**src/rtl/program_loader_pkg.sv**
```systemverilog
// Shared definitions for the program loader and its bench.
//   BYTE_WIDTH : width of one stream byte
//   HDR_WIDTH  : width of the word-count header and of an assembled word
//   state_t    : loader FSM state encoding
package program_loader_pkg;

    localparam int BYTE_WIDTH = 8;
    localparam int HDR_WIDTH  = 16;

    typedef enum logic [2:0] {
        IDLE   = 3'd0,
        HDR_LO = 3'd1,
        HDR_HI = 3'd2,
        W_LO   = 3'd3,
        W_HI   = 3'd4,
        WRITE  = 3'd5,
        DONE   = 3'd6,
        ERR    = 3'd7
    } state_t;

endpackage

```
**src/rtl/program_loader.sv**
```systemverilog
// Program loader: receives a byte stream (16-bit word count N, low byte first,
// followed by N 16-bit words, each low byte first) and writes word i to
// instruction memory address i. The CPU is held in reset until the load
// finishes successfully.
// Ports:
//   clk, rst        : clock and synchronous active-high reset
//   start           : pulse that begins a load session (IDLE/DONE/ERR only)
//   in_valid/in_byte: byte source, transfer when in_valid && in_ready
//   in_ready        : loader is waiting for a byte
//   mem_addr/mem_data/mem_we : instruction memory write port
//   cpu_hold        : 1 until a load completes
//   done / error    : load finished / header count exceeded MEM_SIZE
module program_loader
    import program_loader_pkg::*;
#(
    parameter int DATA_WIDTH = 16,
    parameter int ADDR_WIDTH = 16,
    parameter int MEM_SIZE   = 1024
) (
    input  logic                  clk,
    input  logic                  rst,
    input  logic                  start,
    input  logic                  in_valid,
    input  logic [BYTE_WIDTH-1:0] in_byte,
    output logic                  in_ready,
    output logic [ADDR_WIDTH-1:0] mem_addr,
    output logic [DATA_WIDTH-1:0] mem_data,
    output logic                  mem_we,
    output logic                  cpu_hold,
    output logic                  done,
    output logic                  error
);

    state_t                 state_reg;
    logic [HDR_WIDTH-1:0]   count_reg;
    logic [HDR_WIDTH-1:0]   index_reg;
    logic [HDR_WIDTH-1:0]   word_reg;
    logic [ADDR_WIDTH-1:0]  mem_addr_reg;
    logic [DATA_WIDTH-1:0]  mem_data_reg;

    logic                   transfer;
    logic [HDR_WIDTH-1:0]   hdr_count;
    logic [HDR_WIDTH-1:0]   full_word;

    assign transfer  = in_valid && in_ready;
    // Values as they will look once the incoming high byte is captured, so the
    // header decision and the write registers can be set in the same edge.
    assign hdr_count = {in_byte, count_reg[BYTE_WIDTH-1:0]};
    assign full_word = {in_byte, word_reg[BYTE_WIDTH-1:0]};

    always_ff @(posedge clk) begin
        if (rst) begin
            state_reg    <= IDLE;
            count_reg    <= '0;
            index_reg    <= '0;
            word_reg     <= '0;
            mem_addr_reg <= '0;
            mem_data_reg <= '0;
        end else begin
            case (state_reg)
                IDLE, DONE, ERR: begin
                    if (start) begin
                        index_reg <= '0;
                        state_reg <= HDR_LO;
                    end
                end
                HDR_LO: begin
                    if (transfer) begin
                        count_reg[BYTE_WIDTH-1:0] <= in_byte;
                        state_reg                 <= HDR_HI;
                    end
                end
                HDR_HI: begin
                    if (transfer) begin
                        count_reg[HDR_WIDTH-1:BYTE_WIDTH] <= in_byte;
                        if (hdr_count == '0)
                            state_reg <= DONE;
                        else if (32'(hdr_count) > MEM_SIZE)
                            state_reg <= ERR;
                        else
                            state_reg <= W_LO;
                    end
                end
                W_LO: begin
                    if (transfer) begin
                        word_reg[BYTE_WIDTH-1:0] <= in_byte;
                        state_reg                <= W_HI;
                    end
                end
                W_HI: begin
                    if (transfer) begin
                        word_reg[HDR_WIDTH-1:BYTE_WIDTH] <= in_byte;
                        // Write port registers load here so they are valid for
                        // the whole WRITE cycle and hold afterwards.
                        mem_addr_reg <= ADDR_WIDTH'(index_reg);
                        mem_data_reg <= DATA_WIDTH'(full_word);
                        state_reg    <= WRITE;
                    end
                end
                WRITE: begin
                    if (index_reg + 16'd1 == count_reg) begin
                        state_reg <= DONE;
                    end else begin
                        index_reg <= index_reg + 16'd1;
                        state_reg <= W_LO;
                    end
                end
                default: state_reg <= IDLE;
            endcase
        end
    end

    // Moore decode of the registered state.
    assign in_ready = (state_reg == HDR_LO) || (state_reg == HDR_HI) ||
                      (state_reg == W_LO)   || (state_reg == W_HI);
    assign mem_we   = (state_reg == WRITE);
    assign mem_addr = mem_addr_reg;
    assign mem_data = mem_data_reg;
    assign cpu_hold = (state_reg != DONE);
    assign done     = (state_reg == DONE);
    assign error    = (state_reg == ERR);

endmodule

```
**config.mk**
```make
export PLATFORM = sky130hd
export DESIGN_NAME = program_loader
export DESIGN_NICKNAME = d
export VERILOG_FILES = /design/src/rtl/program_loader_pkg.sv /design/src/rtl/program_loader.sv
export SDC_FILE = /design/constraint.sdc
export NUM_CORES = 1
export LEC_CHECK = 0
export CAP_MARGIN = 40
export CORE_MARGIN = 3
export CORE_UTILIZATION = 40
export CTS_CLUSTER_SIZE = 8
export DETAILED_ROUTE_END_ITERATION = 16
export GPL_TIMING_DRIVEN = 0
export PLACE_DENSITY = 0.71
export SYNTH_ARGS = -nofsm -noshare
export SYNTH_HDL_FRONTEND = slang
export SYNTH_SLANG_ARGS = --single-unit
```
**constraint.sdc**
```tcl
create_clock -name clk -period 2.5 [get_ports clk]
set_input_delay 0.375 -clock clk [delete_from_list [all_inputs] [get_ports clk]]
set_output_delay 0.375 -clock clk [all_outputs]
set_load 0.02 [all_outputs]
```
==> results_tabular.tex, run 1 <==
\begin{tabular}{lr}
\hline
Metric & Value \\
\hline
\multicolumn{2}{l}{\textbf{Setup path}} \\
\quad Category of the worst setup path launch point & flop \\
\quad Largest fanout of any net on the critical path & 7 \\
\quad Crit path required time & around 2.8 ns \\
\quad Arrival @ worst endpoint & 3.07 ns \\
\quad Series of cell instances along the critical path & ha\_4 > or3b\_1 > a211o\_1 > o211a\_1 > or4\_4 > nor4\_4 > buf\_6 > buf\_4 > o32a\_1 > nor3\_1 \\
\quad Reg-to-reg slack, setup & -0.32 ns \\
\quad Slowest cell delay on critical path & $\sim$0.56 ns \\
\quad Slowest cell on the critical path & sky130\_fd\_sc\_hd\_\_or4\_4 \\
\quad Start point of the critical path & index\_reg[1]\$\_SDFFE\_PP0P\_ \\
\quad Reg2Reg Launch Point & index\_reg[1]\$\_SDFFE\_PP0P\_ \\
\quad Critical R2R Capture & index\_reg[13]\$\_SDFFE\_PP0P\_ \\
\quad Depth of the worst register-to-register path & 10 \\
\quad Kind of end point of the critical path & flop \\
\quad Critical setup path kind & reg2reg \\
\quad Critical Path Sink & index\_reg[13]\$\_SDFFE\_PP0P\_ \\
\multicolumn{2}{l}{\textbf{Route}} \\
\quad First-iteration detailed-routing DRC count & around 330 \\
\quad Average vias per placed instance & 5.59 \\
\quad Total Wirelength & 11.4 mm \\
\quad Drt pass-1 iters & 5 \\
\quad Number of remaining DRC errors & 0 \\
\quad Routed length per placed instance & 16.5 um \\
\quad Routed Antenna Nets & 0 \\
\quad Total vias in the final route & about 3,900 \\
\multicolumn{2}{l}{\textbf{Clock tree}} \\
\quad Worst-Skew Late Latency & 0.36 ns \\
\quad Root buffer cell & sky130\_fd\_sc\_hd\_\_clkbuf\_8 \\
\quad Clock Path Buffers & 2 \\
\quad Total of hold buffers inserted after clock tree synthesis & 0 \\
\quad Inserted Clock Buffers & 9 \\
\quad H-tree depth & 3 \\
\quad TritonCTS clock tree & done \\
\quad Clock slew seen by the registers of the worst setup and hold paths & approximately 0.080 ns \\
\quad Number of clock sinks & between 70 and 80 \\
\multicolumn{2}{l}{\textbf{STA}} \\
\quad Number of hold-slack violations in the final timing report & 0 \\
\quad Portion of the clock cycle consumed by the worst path in the final layout & 113\% \\
\quad Total setup violations reported at the end of the flow & 18 \\
\quad Headroom to the max-slew limit & between 40 and 50\% \\
\quad Max-slew violations & 0 \\
\quad Fin crit period & 2.82 ns \\
\quad Achievable clock frequency & 354 MHz \\
\quad Skew final & 0.0137 ns \\
\quad Measured slew at the worst slew-check pin & 0.878 ns \\
\quad Final setup slack of the worst path & -0.324 ns \\
\quad RSZ-0062 raised after global routing & yes \\
\multicolumn{2}{l}{\textbf{Synthesis}} \\
\quad Net count of the mapped netlist & 507 \\
\quad Number of synthesized flops with an enable pin & 0 \\
\quad Main flop type after synthesis & sky130\_fd\_sc\_hd\_\_dfxtp\_1 \\
\quad Cells after synthesis & 493 \\
\quad Count of cell types in the netlist & 54 \\
\quad Synth Cell Area & 3830 um\^{}2 \\
\quad Top cells by area, synth & sky130\_fd\_sc\_hd\_\_dfxtp\_1 39\%, sky130\_fd\_sc\_hd\_\_nand2\_1 11\%, sky130\_fd\_sc\_hd\_\_a21oi\_1 6.1\% \\
\quad Post-Synthesis Mean Instance Area & 7.77 um\^{}2 \\
\quad Ys async rst share & 0\% \\
\quad Cell taking the most area after synthesis & sky130\_fd\_sc\_hd\_\_dfxtp\_1 \\
\quad Total of warnings raised by yosys & 0 \\
\quad Flops \& latches, synth & 75 \\
\quad Proportion of synthesized chip area in sequential cells & 39.2\% \\
\quad Yosys top cell area share & 39.2\% \\
\multicolumn{2}{l}{\textbf{Placement}} \\
\quad Count of input and output buffers & 48 \\
\quad Count of placed standard cells including taps & 670 \\
\quad Post-placement worst setup slack & -0.699 ns \\
\quad Final estimated routing congestion in global placement & 0.934 \\
\quad Hpwl dp & between 8 and 9 mm \\
\multicolumn{2}{l}{\textbf{GRT}} \\
\quad Combined global-route utilization of all metal layers & 21.3\% \\
\quad Vias in the first global route & 3,714 \\
\quad GRT overflow & 0 \\
\quad Wire length of the first global-routing pass & 18.7 mm \\
\quad Largest net degree at the start of global routing & 14 \\
\quad Number of antenna violations at the first check in global routing & 0 \\
\multicolumn{2}{l}{\textbf{Finish}} \\
\quad Total number of nets in the final design & 573 \\
\quad Share of the core filled with cells & 52.0\% \\
\quad Footprint of the flip-flops and latches & 1510 um\^{}2 \\
\quad Total inserted antenna cells & 0 \\
\quad Fill cells & approximately 930 \\
\quad Fin cells & 692 \\
\quad Share of post-route cells with drive strength above 1 & 10.7\% \\
\quad Area used by multi-input combinational logic & between 2000 and 2500 um\^{}2 \\
\quad Synth-to-Final Area Change & 26.1\% \\
\multicolumn{2}{l}{\textbf{Pwr}} \\
\quad Largest vdd supply drop & 0.328 mV \\
\quad Leakage power & 0.00163 uW \\
\quad Power per cell area & roughly 540 nW/um\^{}2 \\
\multicolumn{2}{l}{\textbf{Status}} \\
\quad Violated checks & negative setup slack \\
\quad Outcome & finished, violations left \\
\multicolumn{2}{l}{\textbf{Floorplanning}} \\
\quad Starting utilization of the core area & 41.3\% \\
\quad DIE AREA & 10,800 um\^{}2 \\
\quad Die Y-Extent & 104 um \\
\quad Count of pins on the block boundary & 49 \\
\quad Core ar. & a little over 9000 um\^{}2 \\
\quad Die Span X & 104 um \\
\quad Std cell rows & 35 \\
\multicolumn{2}{l}{\textbf{Hold path}} \\
\quad Origin of the worst min-delay path & word\_reg[5]\$\_SDFFE\_PP0P\_ \\
\quad Hold Crit Class & reg2reg \\
\multicolumn{2}{l}{\textbf{Flow run}} \\
\quad Number of max-capacitance violations reported & 0 \\
\hline
\end{tabular}
worst max-delay path: cells and delay by family (launching register included):
family / cells / cell delay [ns]
buffers and inverters: 2 / 0.33
adders and majority gates: 1 / 0.18
and+or+nand+nor: 4 / 1.34
DFF: 1 / 0.34
AOI/OAI and AO/OA: 3 / 0.53
cells by family after synthesis:
| logic type | share of synthesized area [%] |
|---|---|
| and+or+nand+nor | 27.2 |
| AOI/OAI and AO/OA | 17.3 |
| DFF | 39.2 |
| buffers and inverters | 6.07 |
| muxes | 5.48 |
| xor gates and xnor gates | 4.11 |
| adders and majority gates | 0.653 |
worst min path at each step:
stage | end | slack (ns) | cells past startpoint
2_1_floorplan | mem_data[0]$_SDFFE_PP0P_ | 0.43 | 2
3_3_place_gp | mem_data[8]$_SDFFE_PP0P_ | 0.44 | 2
3_5_place_dp | mem_addr[8]$_SDFFE_PP0P_ | 0.45 | 2
4_1_cts | mem_addr[8]$_SDFFE_PP0P_ | 0.46 | 2
5_1_grt | mem_data[7]$_SDFFE_PP0P_ | 0.48 | 2
6_report | mem_data[5]$_SDFFE_PP0P_ | 0.45 | 2
metrics by stage:
stage | hold WS [ns] | setup TNS [ns] | instance area, um^2 | power [uW]
after floorplan | 0.432 | -1.66 | 3860 | 1550
after global placement | 0.444 | -11.14 | 4500 | 1680
after detailed placement | 0.446 | -10.99 | 4500 | 1690
after CTS | 0.458 | -4.88 | 4820 | 2640
after global routing | 0.476 | -6.77 | 4830 | 2740
final | 0.454 | -5.10 | 4830 | 2630
Yosys cell counts, types with 2 or more instances:
cell type / instances
sky130_fd_sc_hd__nand2b_1: 4
sky130_fd_sc_hd__nor3_1: 10
sky130_fd_sc_hd__and3_1: 5
sky130_fd_sc_hd__nor2_1: 31
sky130_fd_sc_hd__buf_6: 2
sky130_fd_sc_hd__dfxtp_1: 75
sky130_fd_sc_hd__o311ai_0: 2
sky130_fd_sc_hd__inv_1: 16
sky130_fd_sc_hd__a21oi_1: 47
sky130_fd_sc_hd__nor4_1: 5
sky130_fd_sc_hd__o211a_1: 2
sky130_fd_sc_hd__or4_1: 9
sky130_fd_sc_hd__nor2b_1: 2
sky130_fd_sc_hd__o211ai_1: 13
sky130_fd_sc_hd__nand2_1: 109
sky130_fd_sc_hd__a21o_1: 2
sky130_fd_sc_hd__o21ai_0: 7
sky130_fd_sc_hd__a211o_1: 2
sky130_fd_sc_hd__a31oi_1: 3
sky130_fd_sc_hd__nand3_1: 22
sky130_fd_sc_hd__ha_1: 2
sky130_fd_sc_hd__a311oi_1: 3
sky130_fd_sc_hd__buf_2: 6
sky130_fd_sc_hd__buf_1: 4
sky130_fd_sc_hd__and4_1: 3
sky130_fd_sc_hd__nand4_1: 8
sky130_fd_sc_hd__clkbuf_1: 26
sky130_fd_sc_hd__xor2_1: 3
sky130_fd_sc_hd__or3_1: 4
sky130_fd_sc_hd__and2_1: 2
sky130_fd_sc_hd__o32ai_1: 2
sky130_fd_sc_hd__mux2i_1: 21
sky130_fd_sc_hd__o32a_1: 3
sky130_fd_sc_hd__xnor2_1: 15
sky130_fd_sc_hd__o31ai_1: 4
power by group:
group | internal [uW] | leakage, uW | switching [uW]
clock | 457 | 0.0000955 | 478
combinational | 183 | 0.000927 | 244
sequential | 1220 | 0.000606 | 42.6
layout make-up:
class	count	area share [%]
buffer	35	3.76
clock buffer	9	2.56
sequential	75	31.2
clock inverter	6	1.35
inverter	16	1.24
multi-input combinational	363	45.0
timing repair buffer	59	11.6
tap	129	3.34
cells in the final DEF (no fill, tap or decap), types with 4 or more instances in the layout:
cell,count
sky130_fd_sc_hd__o21ai_0,7
sky130_fd_sc_hd__nor3_1,9
sky130_fd_sc_hd__nand2_1,108
sky130_fd_sc_hd__clkdlybuf4s50_1,47
sky130_fd_sc_hd__buf_1,4
sky130_fd_sc_hd__mux2i_1,21
sky130_fd_sc_hd__or4_1,7
sky130_fd_sc_hd__clkbuf_8,9
sky130_fd_sc_hd__a21oi_1,47
sky130_fd_sc_hd__xnor2_1,15
sky130_fd_sc_hd__inv_1,16
sky130_fd_sc_hd__nand4_1,8
sky130_fd_sc_hd__and3_1,5
sky130_fd_sc_hd__nand3_1,19
sky130_fd_sc_hd__o211ai_1,13
sky130_fd_sc_hd__nand2b_1,4
sky130_fd_sc_hd__or3_1,4
sky130_fd_sc_hd__dfxtp_1,72
sky130_fd_sc_hd__nor2_1,30
sky130_fd_sc_hd__clkbuf_1,17
sky130_fd_sc_hd__o31ai_1,4
sky130_fd_sc_hd__buf_4,14
sky130_fd_sc_hd__clkbuf_2,5
per-layer routing:
metal	part of all wire (%)	vias up	GRT usage (%)	wire length (um)
met5	0	-	0	0
met4	3.3	0	9.40	375
met3	6.3	36	4.84	718
met2	46	127	34.1	5290
met1	44	1846	27.6	5060
li1	-	1860	-	-
repair_timing:
| action | in CTS | in global routing |
|---|---|---|
| endpoints found under the setup margin | 21 | 21 |
| resized for setup | 18 | 8 |
| setup buffers | 11 | 0 |
| pin swaps | 7 | 2 |
(Power assumes the default switching activity.)
==> inputs of run 2 (changes only) <==
--- a/config.mk
+++ b/config.mk
@@ -15,3 +15,4 @@
 export SYNTH_ARGS = -nofsm -noshare
 export SYNTH_HDL_FRONTEND = slang
 export SYNTH_SLANG_ARGS = --single-unit
+export TNS_END_PERCENT = 20
==> results_tabular.tex, run 2 (synthesis gave the netlist of run 1 again) <==
\begin{tabular}{lr}
\hline
Metric & Value \\
\hline
\multicolumn{2}{l}{\textbf{Status}} \\
\quad Violated checks & negative setup slack (unchanged) \\
\quad Outcome & finished, violations left (unchanged) \\
\multicolumn{2}{l}{\textbf{STA}} \\
\quad Portion of the clock cycle consumed by the worst path in the final layout & 111\% (was 113\%) \\
\quad Number of hold-slack violations in the final timing report & 0 (unchanged) \\
\quad Final setup slack of the worst path & -0.285 ns (was -0.324 ns) \\
\quad Achievable clock frequency & 359 MHz (was 354 MHz) \\
\quad RSZ-0062 raised after global routing & yes (unchanged) \\
\quad Measured slew at the worst slew-check pin & 0.825 ns (was 0.878 ns) \\
\quad Fin crit period & 2.79 ns (was 2.82 ns) \\
\quad Total setup violations reported at the end of the flow & 18 (unchanged) \\
\quad Skew final & 0.00977 ns (was 0.0137 ns) \\
\quad Headroom to the max-slew limit & 44.8\% (was 41.2\%) \\
\quad Max-slew violations & 0 (unchanged) \\
\quad Final Hold Slack & 0.455 ns (was 0.454 ns) \\
\multicolumn{2}{l}{\textbf{Setup path}} \\
\quad Kind of end point of the critical path & flop (unchanged) \\
\quad Category of the worst setup path launch point & flop (unchanged) \\
\quad Crit path required time & 2.74 ns (was 2.75 ns) \\
\quad Largest fanout of any net on the critical path & 7 (unchanged) \\
\quad Arrival @ worst endpoint & 3.02 ns (was 3.07 ns) \\
\quad Critical setup path kind & reg2reg (unchanged) \\
\multicolumn{2}{l}{\textbf{Floorplanning}} \\
\quad Die Y-Extent & 104 um (unchanged) \\
\quad Std cell rows & 35 (unchanged) \\
\quad DIE AREA & 10,800 um\^{}2 (unchanged) \\
\quad Core ar. & 9280 um\^{}2 (unchanged) \\
\quad Die Span X & 104 um (unchanged) \\
\quad Count of pins on the block boundary & 49 (unchanged) \\
\quad Starting utilization of the core area & 41.3\% (unchanged) \\
\multicolumn{2}{l}{\textbf{Placement}} \\
\quad Hpwl dp & 8.32 mm (was 8.41 mm) \\
\quad Final estimated routing congestion in global placement & 0.941 (was 0.934) \\
\quad Count of input and output buffers & 48 (unchanged) \\
\quad Post-placement worst setup slack & -0.797 ns (was -0.699 ns) \\
\quad Count of placed standard cells including taps & 670 (unchanged) \\
\multicolumn{2}{l}{\textbf{Pwr}} \\
\quad Leakage power & 0.00163 uW (about the same) \\
\quad Largest vdd supply drop & 0.339 mV (was 0.328 mV) \\
\quad Power per cell area & 556 nW/um\^{}2 (was 544 nW/um\^{}2) \\
\quad Post-layout power & 2700 uW (was 2630 uW) \\
\multicolumn{2}{l}{\textbf{Finish}} \\
\quad Total number of nets in the final design & 574 (was 573) \\
\quad Fin cells & 694 (was 692) \\
\quad Share of post-route cells with drive strength above 1 & 11.2\% (was 10.7\%) \\
\quad Footprint of the flip-flops and latches & 1510 um\^{}2 (unchanged) \\
\quad Total inserted antenna cells & 0 (unchanged) \\
\quad Synth-to-Final Area Change & 26.7\% (was 26.1\%) \\
\quad Most frequent cells in the layout & 107 x sky130\_fd\_sc\_hd\_\_nand2\_1, 72 x sky130\_fd\_sc\_hd\_\_dfxtp\_1, 47 x sky130\_fd\_sc\_hd\_\_a21oi\_1, 47 x sky130\_fd\_sc\_hd\_\_clkdlybuf4s50\_1, 30 x sky130\_fd\_sc\_hd\_\_nor2\_1 (was 108 x sky130\_fd\_sc\_hd\_\_nand2\_1, 72 x sky130\_fd\_sc\_hd\_\_dfxtp\_1, 47 x sky130\_fd\_sc\_hd\_\_a21oi\_1, 47 x sky130\_fd\_sc\_hd\_\_clkdlybuf4s50\_1, 30 x sky130\_fd\_sc\_hd\_\_nor2\_1) \\
\quad Leading cell type in the layout, fill and taps excluded & sky130\_fd\_sc\_hd\_\_nand2\_1 (unchanged) \\
\quad Area used by multi-input combinational logic & 2170 um\^{}2 (about the same) \\
\quad Fill cells & 949 (was 934) \\
\quad Share of the core filled with cells & 52.3\% (was 52.0\%) \\
\multicolumn{2}{l}{\textbf{Route}} \\
\quad Drt pass-1 iters & 5 (unchanged) \\
\quad Routed Antenna Nets & 0 (unchanged) \\
\quad Total vias in the final route & 3,875 (was 3,869) \\
\quad Number of remaining DRC errors & 0 (unchanged) \\
\quad Total Wirelength & 11.5 mm (was 11.4 mm) \\
\quad First-iteration detailed-routing DRC count & 245 (was 331) \\
\quad Average vias per placed instance & 5.58 (was 5.59) \\
\quad Routed length per placed instance & 16.6 um (was 16.5 um) \\
\multicolumn{2}{l}{\textbf{Clock tree}} \\
\quad Number of clock sinks & 75 (unchanged) \\
\quad H-tree depth & 3 (unchanged) \\
\quad Root buffer cell & sky130\_fd\_sc\_hd\_\_clkbuf\_8 (unchanged) \\
\quad Clock slew seen by the registers of the worst setup and hold paths & 0.09 ns (was 0.08 ns) \\
\quad Total of hold buffers inserted after clock tree synthesis & 0 (unchanged) \\
\quad Clock Path Buffers & 2 (unchanged) \\
\quad Worst-Skew Late Latency & 0.36 ns (about the same) \\
\quad TritonCTS clock tree & done (unchanged) \\
\quad Inserted Clock Buffers & 9 (unchanged) \\
\multicolumn{2}{l}{\textbf{GRT}} \\
\quad GRT overflow & 0 (unchanged) \\
\quad Combined global-route utilization of all metal layers & 20.9\% (was 21.3\%) \\
\quad Largest net degree at the start of global routing & 16 (was 14) \\
\quad Number of antenna violations at the first check in global routing & 0 (unchanged) \\
\quad Vias in the first global route & 3,683 (was 3,714) \\
\quad Wire length of the first global-routing pass & 18.5 mm (was 18.7 mm) \\
\multicolumn{2}{l}{\textbf{Flow run}} \\
\quad Number of max-capacitance violations reported & 0 (unchanged) \\
\multicolumn{2}{l}{\textbf{Hold path}} \\
\quad Hold Crit Class & reg2reg (unchanged) \\
\hline
\end{tabular}
[run 2: cell count changes in the layout (fill, tap and decap cells not counted), sizes merged]
cell	change
clkbuf	+4
clkinv	-3
inv	+3
clkinvlp	+1
buf	-3
[run 2: area by class of cell]
| class | instances | area share [%] |
|---|---|---|
| inverters | 16 | 1.24 |
| well taps | 129 | 3.32 |
| plain buffers | 37 | 3.94 |
| flip-flops and latches | 75 | 31.0 |
| repair buffers | 58 | 11.5 |
| clock buffers | 9 | 2.55 |
| clock inverters | 7 | 1.70 |
| multi-input cells | 363 | 44.8 |
[run 2: stage by stage]
stage	instance area, um^2	TNS (ns)
after floorplan	3860	-1.65
after global placement	4500	-11.98
after detailed placement	4500	-12.56
after CTS	4830	-3.36
after global routing	4860	-5.63
final	4860	-4.07
[run 2: per-layer routing]
metal,track usage [%],vias up,part of all wire (%)
li1,-,1870,-
met1,26.6,1816,42
met2,35.9,165,48
met3,3.10,24,7.1
met4,7.98,0,2.5
met5,0,-,0
[run 2: report_power, final]
group	internal [uW]	total, uW	switching [uW]
logic	190	443	253
registers	1220	1260	35.1
clock network	479	999	520
[run 2: path summary, 6_finish.rpt]
kind                                                 from                        end  slack [ns]  cells after the start
worst max-delay path            index_reg[0]$_SDFFE_PP0P_  index_reg[7]$_SDFFE_PP0P_       -0.29                     10
worst min-delay path             mem_addr[2]$_SDFFE_PP0P_   mem_addr[2]$_SDFFE_PP0P_        0.46                      2
worst max register to register  index_reg[0]$_SDFFE_PP0P_  index_reg[7]$_SDFFE_PP0P_       -0.29                     10
worst min register to register   mem_addr[2]$_SDFFE_PP0P_   mem_addr[2]$_SDFFE_PP0P_        0.46                      2
[run 2: timing repair]
action / 4_1_cts / 5_1_grt
setup endpoints to repair: 21 / 21
endpoints found under the hold margin: 0 / 0
gates resized for setup: 20 / 9
buffers inserted: 9 / 1
pin swaps: 13 / 6
[run 2: critical path: stages, from the launching register on]
cell                      delay, ns
sky130_fd_sc_hd__dfxtp_2       0.34
sky130_fd_sc_hd__ha_4          0.18
sky130_fd_sc_hd__or3b_1        0.36
sky130_fd_sc_hd__a211o_1       0.26
sky130_fd_sc_hd__o211a_1       0.13
sky130_fd_sc_hd__or4_4         0.51
sky130_fd_sc_hd__nor4_4        0.35
sky130_fd_sc_hd__buf_6         0.19
sky130_fd_sc_hd__buf_4         0.13
sky130_fd_sc_hd__o32a_1        0.16
sky130_fd_sc_hd__nand2_1       0.05
